`config.mk`:
```
export PLATFORM = sky130hd
export DESIGN_NAME = btn_sw_conditioner
export DESIGN_NICKNAME = d
export VERILOG_FILES = /design/src/rtl/btn_sw_conditioner.sv
export SDC_FILE = /design/constraint.sdc
export NUM_CORES = 1
export LEC_CHECK = 0
export CAP_MARGIN = 20
export CORE_UTILIZATION = 62
export CTS_CLUSTER_SIZE = 8
export DETAILED_ROUTE_END_ITERATION = 6
export GPL_TIMING_DRIVEN = 0
export HOLD_SLACK_MARGIN = 0.12
export PLACE_DENSITY = 0.8
export SYNTH_ARGS = -nofsm -noshare
export SYNTH_HDL_FRONTEND = slang
export SYNTH_SLANG_ARGS = --single-unit
```
`constraint.sdc`:
```
create_clock -name clk -period 2.52 [get_ports clk]
set_input_delay 0.378 -clock clk [delete_from_list [all_inputs] [get_ports clk]]
set_output_delay 0.378 -clock clk [all_outputs]
set_load 0.03 [all_outputs]
```
`src/rtl/btn_sw_conditioner.sv`:
```
// Button/switch input conditioning: 2-FF sync, debounce,
// rise/fall event pulses and hold-to-repeat pulses per channel.
module btn_sw_conditioner #(
  parameter int              WIDTH           = 5,
  parameter int              DEBOUNCE_CYCLES = 1250000,
  parameter int              HOLD_CYCLES     = 62500000,
  parameter int              REPEAT_CYCLES   = 12500000,
  parameter logic [WIDTH-1:0] REPEAT_MASK    = 5'b11100
) (
  input  logic             clk,
  input  logic             rst,
  input  logic [WIDTH-1:0] in_raw,
  output logic [WIDTH-1:0] level,
  output logic [WIDTH-1:0] rise,
  output logic [WIDTH-1:0] fall,
  output logic [WIDTH-1:0] rpt
);

  localparam int DB_W   = $clog2(DEBOUNCE_CYCLES);
  localparam int HOLD_W = $clog2(HOLD_CYCLES);

  localparam logic [DB_W-1:0] DB_LAST =
    DB_W'(DEBOUNCE_CYCLES - 1);
  localparam logic [HOLD_W-1:0] HOLD_LAST =
    HOLD_W'(HOLD_CYCLES - 1);
  localparam logic [HOLD_W-1:0] HOLD_RELOAD =
    HOLD_W'(HOLD_CYCLES - REPEAT_CYCLES);

  logic [WIDTH-1:0] s1;
  logic [WIDTH-1:0] s2;

  // Two-stage synchronizer for the asynchronous pins
  always_ff @(posedge clk or negedge rst) begin
    if (!rst) begin
      s1 <= '0;
      s2 <= '0;
    end else begin
      s1 <= in_raw;
      s2 <= s2_next(s1);
    end
  end

  function automatic logic [WIDTH-1:0] s2_next(
    input logic [WIDTH-1:0] v
  );
    return v;
  endfunction

  for (genvar i = 0; i < WIDTH; i++) begin : g_ch
    logic            lvl_q;
    logic            rise_q;
    logic            fall_q;
    logic [DB_W-1:0] db_cnt;
    logic            differ;
    logic            settle;

    assign differ = s2[i] != lvl_q;
    assign settle = differ && (db_cnt == DB_LAST);

    // Debounce counter; level and edge pulses move together
    always_ff @(posedge clk or negedge rst) begin
      if (!rst) begin
        lvl_q  <= 1'b0;
        rise_q <= 1'b0;
        fall_q <= 1'b0;
        db_cnt <= '0;
      end else begin
        rise_q <= 1'b0;
        fall_q <= 1'b0;
        if (!differ) begin
          db_cnt <= '0;
        end else if (settle) begin
          lvl_q  <= s2[i];
          rise_q <= s2[i];
          fall_q <= ~s2[i];
          db_cnt <= '0;
        end else begin
          db_cnt <= db_cnt + DB_W'(1);
        end
      end
    end

    assign level[i] = lvl_q;
    assign rise[i]  = rise_q;
    assign fall[i]  = fall_q;

    if (REPEAT_MASK[i]) begin : g_rpt
      logic              rpt_q;
      logic [HOLD_W-1:0] hold_cnt;

      // Hold timer; a release in progress wins over a due repeat
      always_ff @(posedge clk or negedge rst) begin
        if (!rst) begin
          rpt_q    <= 1'b0;
          hold_cnt <= '0;
        end else if (!lvl_q || settle) begin
          rpt_q    <= 1'b0;
          hold_cnt <= '0;
        end else if (hold_cnt == HOLD_LAST) begin
          rpt_q    <= 1'b1;
          hold_cnt <= HOLD_RELOAD;
        end else begin
          rpt_q    <= 1'b0;
          hold_cnt <= hold_cnt + HOLD_W'(1);
        end
      end

      assign rpt[i] = rpt_q;
    end else begin : g_norpt
      assign rpt[i] = 1'b0;
    end
  end

endmodule
```
Word-level counts from Yosys, hierarchy flattened. Index checks and enable logic that the tools add are counted. Widths: inputs -> output; s select.

Flip-flop bits (word level): 211. Input bits: 7. Output and inout port bits: 20. Word-level logic and storage cells: 112.

$add $sub $neg: 8. Equality and inequality tests: 13. Multiplexer cells: 42. Bitwise operators: 5. Reductions and logical operators: 16.

Operators with widths (number): $mux 21 (10); $mux 26 (6); $add 21x1->21 const B (5); $eq 21x21->1 const B (5); $add 26x1->26 const B (3); $eq 26x26->1 const B (3); $mux 1 (26); $reduce_and 2->1 (5); $logic_and 1x1->1 (5); $ne 1x1->1 (5); $not 1->1 (5); $logic_not 1->1 (3); $logic_or 1x1->1 (3).

Longest topological paths before layout. Gate-level depths: netlist (run 1).

Depth in word-level cells: 4. Mapped depth: 6. Mapped depth without buffers: 5.

Worst setup path after synthesis (run 1). OpenSTA, ideal clock, no wires.

Kind: reg2reg. Start: reg g_ch[4].db_cnt[0]. End: reg g_ch[4].g_rpt.hold_cnt[10]. Setup time: 0.134 ns. Arrival: 1.913 ns. Required time: 2.386 ns. Slack: 0.473 ns. Stages on the path, launching flop included: 7. Path buffers: 1. Clock period less this slack: 2.047 ns. Cells stage by stage: dfrtp_1 -> ha_1 -> nand3_1 -> or4_4 -> o31ai_4 -> buf_2 -> nor3_1.

Longest elaborated chain between the ends: 4.

Ends and longest elaborated chain: from (decl) (RTL line 53) `logic [DB_W-1:0] db_cnt;`; from (signal assigned) (RTL line 78) `db_cnt <= db_cnt + DB_W'(1);`; $eq 21x21->1 (RTL line 58) `assign settle = differ && (db_cnt == DB_LAST);`; $logic_and 1x1->1 (RTL line 58); $logic_or 1x1->1 (RTL line 96) `end else if (!lvl_q || settle) begin`; $mux 26 (RTL line 96); to (signal assigned) (RTL line 104) `hold_cnt <= hold_cnt + HOLD_W'(1);`; to (decl) (RTL line 89) `logic [HOLD_W-1:0] hold_cnt;`.

No other way between the ends. A chain may end at the register's enable or synchronous reset.

Worst setup path after layout (run 1).
Start: reg g_ch[3].g_rpt.hold_cnt[0]. End: reg g_ch[3].g_rpt.hold_cnt[18].

Longest elaborated chain between the ends: 3. Elaborated cells between the ends (all ways): 4. Those cells by class: add/sub: 1; eq/ne: 1; mux: 2.

Ends and longest elaborated chain: from (decl) (RTL line 89); from (signal assigned) (RTL line 104); $add 26x1->26 / $eq 26x26->1 (equally long branches) (RTL line 104, 99); $mux 26 (*) (RTL line 99) `end else if (hold_cnt == HOLD_LAST) begin`; $mux 26 (*) (RTL line 96).

Every way passes the cells marked *; elsewhere a longest branch is shown, timed or not.

==> qor.yml, run 1 <==
pwr-share-comb_pct: 2.3
drive_above_1_share_pct: 9.38
grt_pass1_vias: 7991
synthFlopType: "dfrtp_1"
grt_overflow_total: 0
insertion_delay_ns: 0.54
io_pins: 27
dp.final_hpwl_um: 14300
power_density_nw_per_um2: 585
start_util_pct: 63.8
startpoint_type: "flip-flop"
cts_buffers: 30
rrSetupSlack_ns: 0.16
cts_buffer_depth: 3
nNetsFinal: 1145
htreeDepth: 1
status: "complete, no violations"
pwr-share-seq_pct: 48.8
wl_per_cell_um: 16.2
crit_path_end_kind: "flip-flop"
maxCapViolCount: 0
wl_um: 21900
antenna_found_initial: 0
async_flop_share_pct: 100
post-route-min-period_ns: 2.36
clock-skew-final_ns: 0.0118
finalCritPeriodShare_pct: 93.8
worst_r2r_startpoint: "g_ch[3].g_rpt.hold_cnt[0]"
worst_pin_slew_ns: 0.652
synth_seq_cells: 211
ant_nets: 0
grt_pass1_wl_um: 37900
seq_area_frac_synth_pct: 49.6
min_to: "s1[4]"
peakVddDrop_mv: 0.583
drt-initial-drc-count: 477
diodes: 0
die_width_um: 133
clkTransAtPathRegs_ns: 0.05
reg2reg_to: "g_ch[3].g_rpt.hold_cnt[18]"
hold_viol_final: 0
critPathMaxFanout: 5
synthCells: 1064
core_area_um2: 16700
hold_depth: 1
rows: 47
synth_edf_count: 0
slew_violations: 0
synthToLayoutAreaGrowth_pct: 13.6
rsz0062_at_grt: "false"
io_buffers: 24
dp.cells: 1311
hold_start: "in_raw[4]"
layout_common_cells: "211 x dfrtp_1, 83 x nor2_1, 66 x nand2_1"
setup_violations: 0
fin_cells: 1350
final_common_cell: "dfrtp_1"
vias_per_cell: 6.18
cts.sinks: 211
required_ns: 2.95
yosys_warnings: 0
dieArea_um2: 17700
cts_root_buffer: "clkbuf_16"
grt_max_degree: 79
path_class: "reg2reg"
dp_slack_ns: -0.0608
power_frac_clock_pct: 49.0
grt_use_total_pct: 25.7
intPower_uw: 5600
syn_area_per_cell_um2: 10.0
synth_area_um2: 10700
route.vias.total: 8346
gp_congestion: 0.881
synth_cell_types: 49
max_freq_ghz: 0.423
worstRegToRegCells: 5
p_leak_uw: 0.00461
hp-class: "in2reg"
max_slew_margin_pct: 56.4
die_h_um: 133
setup_ws_ns: 0.156
switching_share_pct: 21.0
drc: 0
cp_data_arrival_time_ns: 2.79
first_pass_iters: 4
p_sw_uw: 1490
cts_tree: "yes"
-- worst max path at each step --
stage	start	end	slack, ns
floorplan	g_ch[4].db_cnt[0]	g_ch[4].g_rpt.hold_cnt[10]	0.47
global placement	rst	g_ch[4].db_cnt[16]	-7.64
detailed placement	g_ch[3].db_cnt[0]	g_ch[3].g_rpt.hold_cnt[10]	-0.06
CTS	g_ch[2].db_cnt[0]	g_ch[2].g_rpt.hold_cnt[23]	0.09
global route	g_ch[0].db_cnt[4]	g_ch[0].db_cnt[9]	0.004
finish	g_ch[3].g_rpt.hold_cnt[0]	g_ch[3].g_rpt.hold_cnt[18]	0.16
-- through the flow --
step / hold WS (ns) / TNS, ns / instance area (µm²) / power (µW) / util (%)
floorplan: 0.0824 / 0 / 10700 / 3560 / -
global placement: 0.331 / -1609.05 / 11200 / 3660 / 66.9
detailed placement: 0.326 / -0.570 / 11200 / 3670 / 67.2
CTS: 0.267 / 0 / 12000 / 7140 / 72.1
global route: 0.273 / 0 / 12100 / 7290 / 72.5
finish: 0.277 / 0 / 12100 / 7080 / 72.5
-- cell type report --
type                    instances  area [µm²]
multi-input cells             779        4990
well taps                     220         275
clock buffers                  31         776
plain buffers                  52         308
repair buffers                 33         380
inverters                      23        86.3
flip-flops and latches        211        5280
fillers                      1261        4600
clock inverters                 1        7.51
-- cell usage after synthesis, drive strengths merged, types with 33 or more instances --
cell / n / area, µm²
nor3: 40 / 200
nand3: 54 / 275
or3: 33 / 208
or4: 49 / 387
xnor2: 58 / 508
o31ai: 40 / 333
xor2: 42 / 368
nand4: 52 / 332
nor2: 83 / 312
dfrtp: 211 / 5280
a21oi: 62 / 314
buf: 33 / 236
o21ai: 33 / 165
nand2: 66 / 248
-- per-layer routing --
metal | routed length [µm] | GRT usage [%] | up-vias
met5 | 0 | 0 | -
met4 | 436 | 7.09 | 0
met3 | 983 | 3.83 | 42
met2 | 10500 | 41.4 | 198
met1 | 9980 | 36.4 | 4028
li1 | - | - | 4078
-- sequential cells by signal, indices dropped and copies added (netlist names) --
register,flops
g_ch.db_cnt,105
g_ch.g_rpt.rpt_q,3
s1,5
g_ch.rise_q,5
s2,5
g_ch.lvl_q,5
g_ch.fall_q,5
g_ch.g_rpt.hold_cnt,78
-- power by group through the flow --
stage                     Sequential [µW]  Clock, µW  Combinational, µW
after floorplan                      3500          0               60.6
after CTS                            3450       3520                167
final                                3450       3470                160
after detailed placement             3510          0                164
after global routing                 3460       3650                185
after global placement               3510          0                150
-- logic make-up after synthesis --
family / Yosys count / synth area share [%]
fa+ha+maj: 8 / 0.940
compound gates: 158 / 9.61
xor+xnor: 100 / 8.22
simple gates: 506 / 27.4
flops: 211 / 49.6
mux: 5 / 0.529
other cells: 1 / 0.0352
buf+inv: 75 / 3.70
-- critical path, stage by stage (launching register included) --
cell	delay (ns)
dfrtp_1	0.40
ha_1	0.22
nand3_1	0.21
nor4_1	0.51
or4b_2	0.62
a211oi_1	0.30
-- what timing repair did --
item | 4_1_cts | 5_1_grt
setup endpoints to repair | 22 | 51
pin swaps | 1 | 4
endpoints found under the hold margin | 57 | 0
gates resized for setup | 1 | 0
buffers inserted | 2 | 4
hold buffers | 1 | 0
Power figures use the tool's default switching activity.
==> inputs of run 2 (changes only) <==
- CORE_MARGIN: default -> 5
- GPL_TIMING_DRIVEN: 0 -> default
==> qor.yml, run 2 (same netlist as run 1, synthesis figures left out) <==
status: "complete, no violations"
fin_util_pct: 69.4
rrSetupSlack_ns: 0.28
cp_data_arrival_time_ns: 2.66
total_power_uw: 7070
slowest_stage: "or4b_2"
max_slew_margin_pct: 58.8
grt_use_total_pct: 22.1
grt_use_met2_pct: 35.8
insertion_delay_ns: 0.53
hold_depth: 1
tns_ns: 0
core_area_um2: 17100
dieArea_um2: 19900
drive_above_1_share_pct: 7.46
path_buf_inv: 0
path_class: "reg2reg"
rows: 48
peakVddDrop_mv: 0.568
dp.final_hpwl_um: 14100
final_common_cell: "dfrtp_1"
vias_per_cell: 6.33
finalCritPeriodShare_pct: 88.8
cp_top_family: "simple AND/OR/NAND/NOR gates"
maxCapViolCount: 0
cts_buffers: 30
nNetsFinal: 1101
htreeDepth: 1
grt_overflow_total: 0
io_buffers: 24
slowest_delay_ns: 0.64
clkTransAtPathRegs_ns: 0.05
antenna_found_initial: 0
worst_pin_slew_ns: 0.612
ant_nets: 0
post-route-min-period_ns: 2.24
synthToLayoutAreaGrowth_pct: 11.1
grt_pass1_vias: 8097
die_width_um: 141
reg_top3: "g_ch.db_cnt (105), g_ch.g_rpt.hold_cnt (78)"
clock-skew-final_ns: 0.0145
dp.cells: 1278
max_freq_ghz: 0.447
route.vias.total: 8297
nFillCells: 1285
grt-busiest-layer: "met2"
grt_pass1_wl_um: 38000
io_pins: 27
drt-initial-drc-count: 450
regMostFlops: "g_ch.db_cnt"
crit_path_end_kind: "flip-flop"
cts.sinks: 211
slew_violations: 0
worstRegToRegCells: 5
startpoint_type: "flip-flop"
setup_violations: 0
wl_um: 21600
drc: 0
critPathMaxFanout: 5
grtUsageMet1_pct: 31.2
layout_common_cells: "211 x dfrtp_1, 83 x nor2_1, 66 x nand2_1"
worst_r2r_startpoint: "g_ch[3].g_rpt.hold_cnt[0]"
min_to: "s1[1]"
first_pass_iters: 4
hold_viol_final: 0
power_density_nw_per_um2: 597
hold_start: "in_raw[1]"
required_ns: 2.94
fin_cells: 1311
die_h_um: 141
reg2reg_to: "g_ch[3].g_rpt.hold_cnt[18]"
hold_slack_ns: 0.288
wl_per_cell_um: 16.4
p_leak_uw: 0.00445
cts_root_buffer: "clkbuf_16"
grt_max_degree: 72
cts_buffer_depth: 3
start_util_pct: 62.4
crit_chain: "ha_1 > nand3_1 > nor4_1 > or4b_2 > a211oi_1"
grt_util_met3_pct: 3.22
rsz0062_at_grt: "false"
largest_register_ffs: 105
cts_tree: "yes"
gp_congestion: 0.912
diodes: 0
hp-class: "in2reg"
## run 2: changes by cell type in the layout (fill, tap and decap cells not counted), sizes merged
cell,change
clkbuf,-19
buf,-25
## run 2: layer usage
layer | share of wire [%] | wire (µm)
met1 | 45 | 9790
met2 | 48 | 10300
met3 | 4.6 | 993
met4 | 2.1 | 449
met5 | 0 | 0
## run 2: layout make-up
cell class	count	area, µm²	share of cell area, %
Tap cell	225	282	2.38
Inverter	23	86.3	0.730
Clock buffer	31	776	6.56
Multi-Input combinational cell	779	4990	42.2
Clock inverter	1	7.51	0.0634
Sequential cell	211	5280	44.6
Timing Repair Buffer	41	413	3.49
## run 2: how the worst max path moves through the flow
stage | startpoint | endpoint | slack [ns] | cells past startpoint
2_1_floorplan | g_ch[4].db_cnt[0] | g_ch[4].g_rpt.hold_cnt[10] | 0.47 | 6
3_3_place_gp | g_ch[3].g_rpt.hold_cnt[12] | g_ch[3].g_rpt.hold_cnt[1] | 0.40 | 4
3_5_place_dp | g_ch[3].g_rpt.hold_cnt[0] | g_ch[3].g_rpt.hold_cnt[18] | 0.32 | 5
4_1_cts | g_ch[4].db_cnt[0] | g_ch[4].db_cnt[10] | 0.30 | 6
5_1_grt | g_ch[4].db_cnt[0] | g_ch[4].db_cnt[14] | 0.14 | 6
6_report | g_ch[3].g_rpt.hold_cnt[0] | g_ch[3].g_rpt.hold_cnt[18] | 0.28 | 5
## run 2: power breakdown
part | switching [µW] | leakage (µW) | internal (µW) | total [µW]
Clock | 1330 | 0.000382 | 2130 | 3450
Combinational | 113 | 0.00115 | 49.1 | 162
Sequential | 29.3 | 0.00291 | 3420 | 3450
Total | 1470 | 0.00445 | 5600 | 7070
## run 2: repair_timing
action	4_1_cts	5_1_grt
gates resized for setup	0	0
setup endpoints to repair	0	0
setup buffers	0	0
hold buffers	1	0
hold endpoints to repair	68	0
## run 2: metrics by stage
| stage | worst slack, ns | area (µm²) |
|---|---|---|
| after floorplan | 0.473 | 10700 |
| after global placement | 0.402 | 11000 |
| after detailed placement | 0.317 | 11000 |
| after CTS | 0.304 | 11800 |
| after global routing | 0.145 | 11800 |
| final | 0.283 | 11800 |
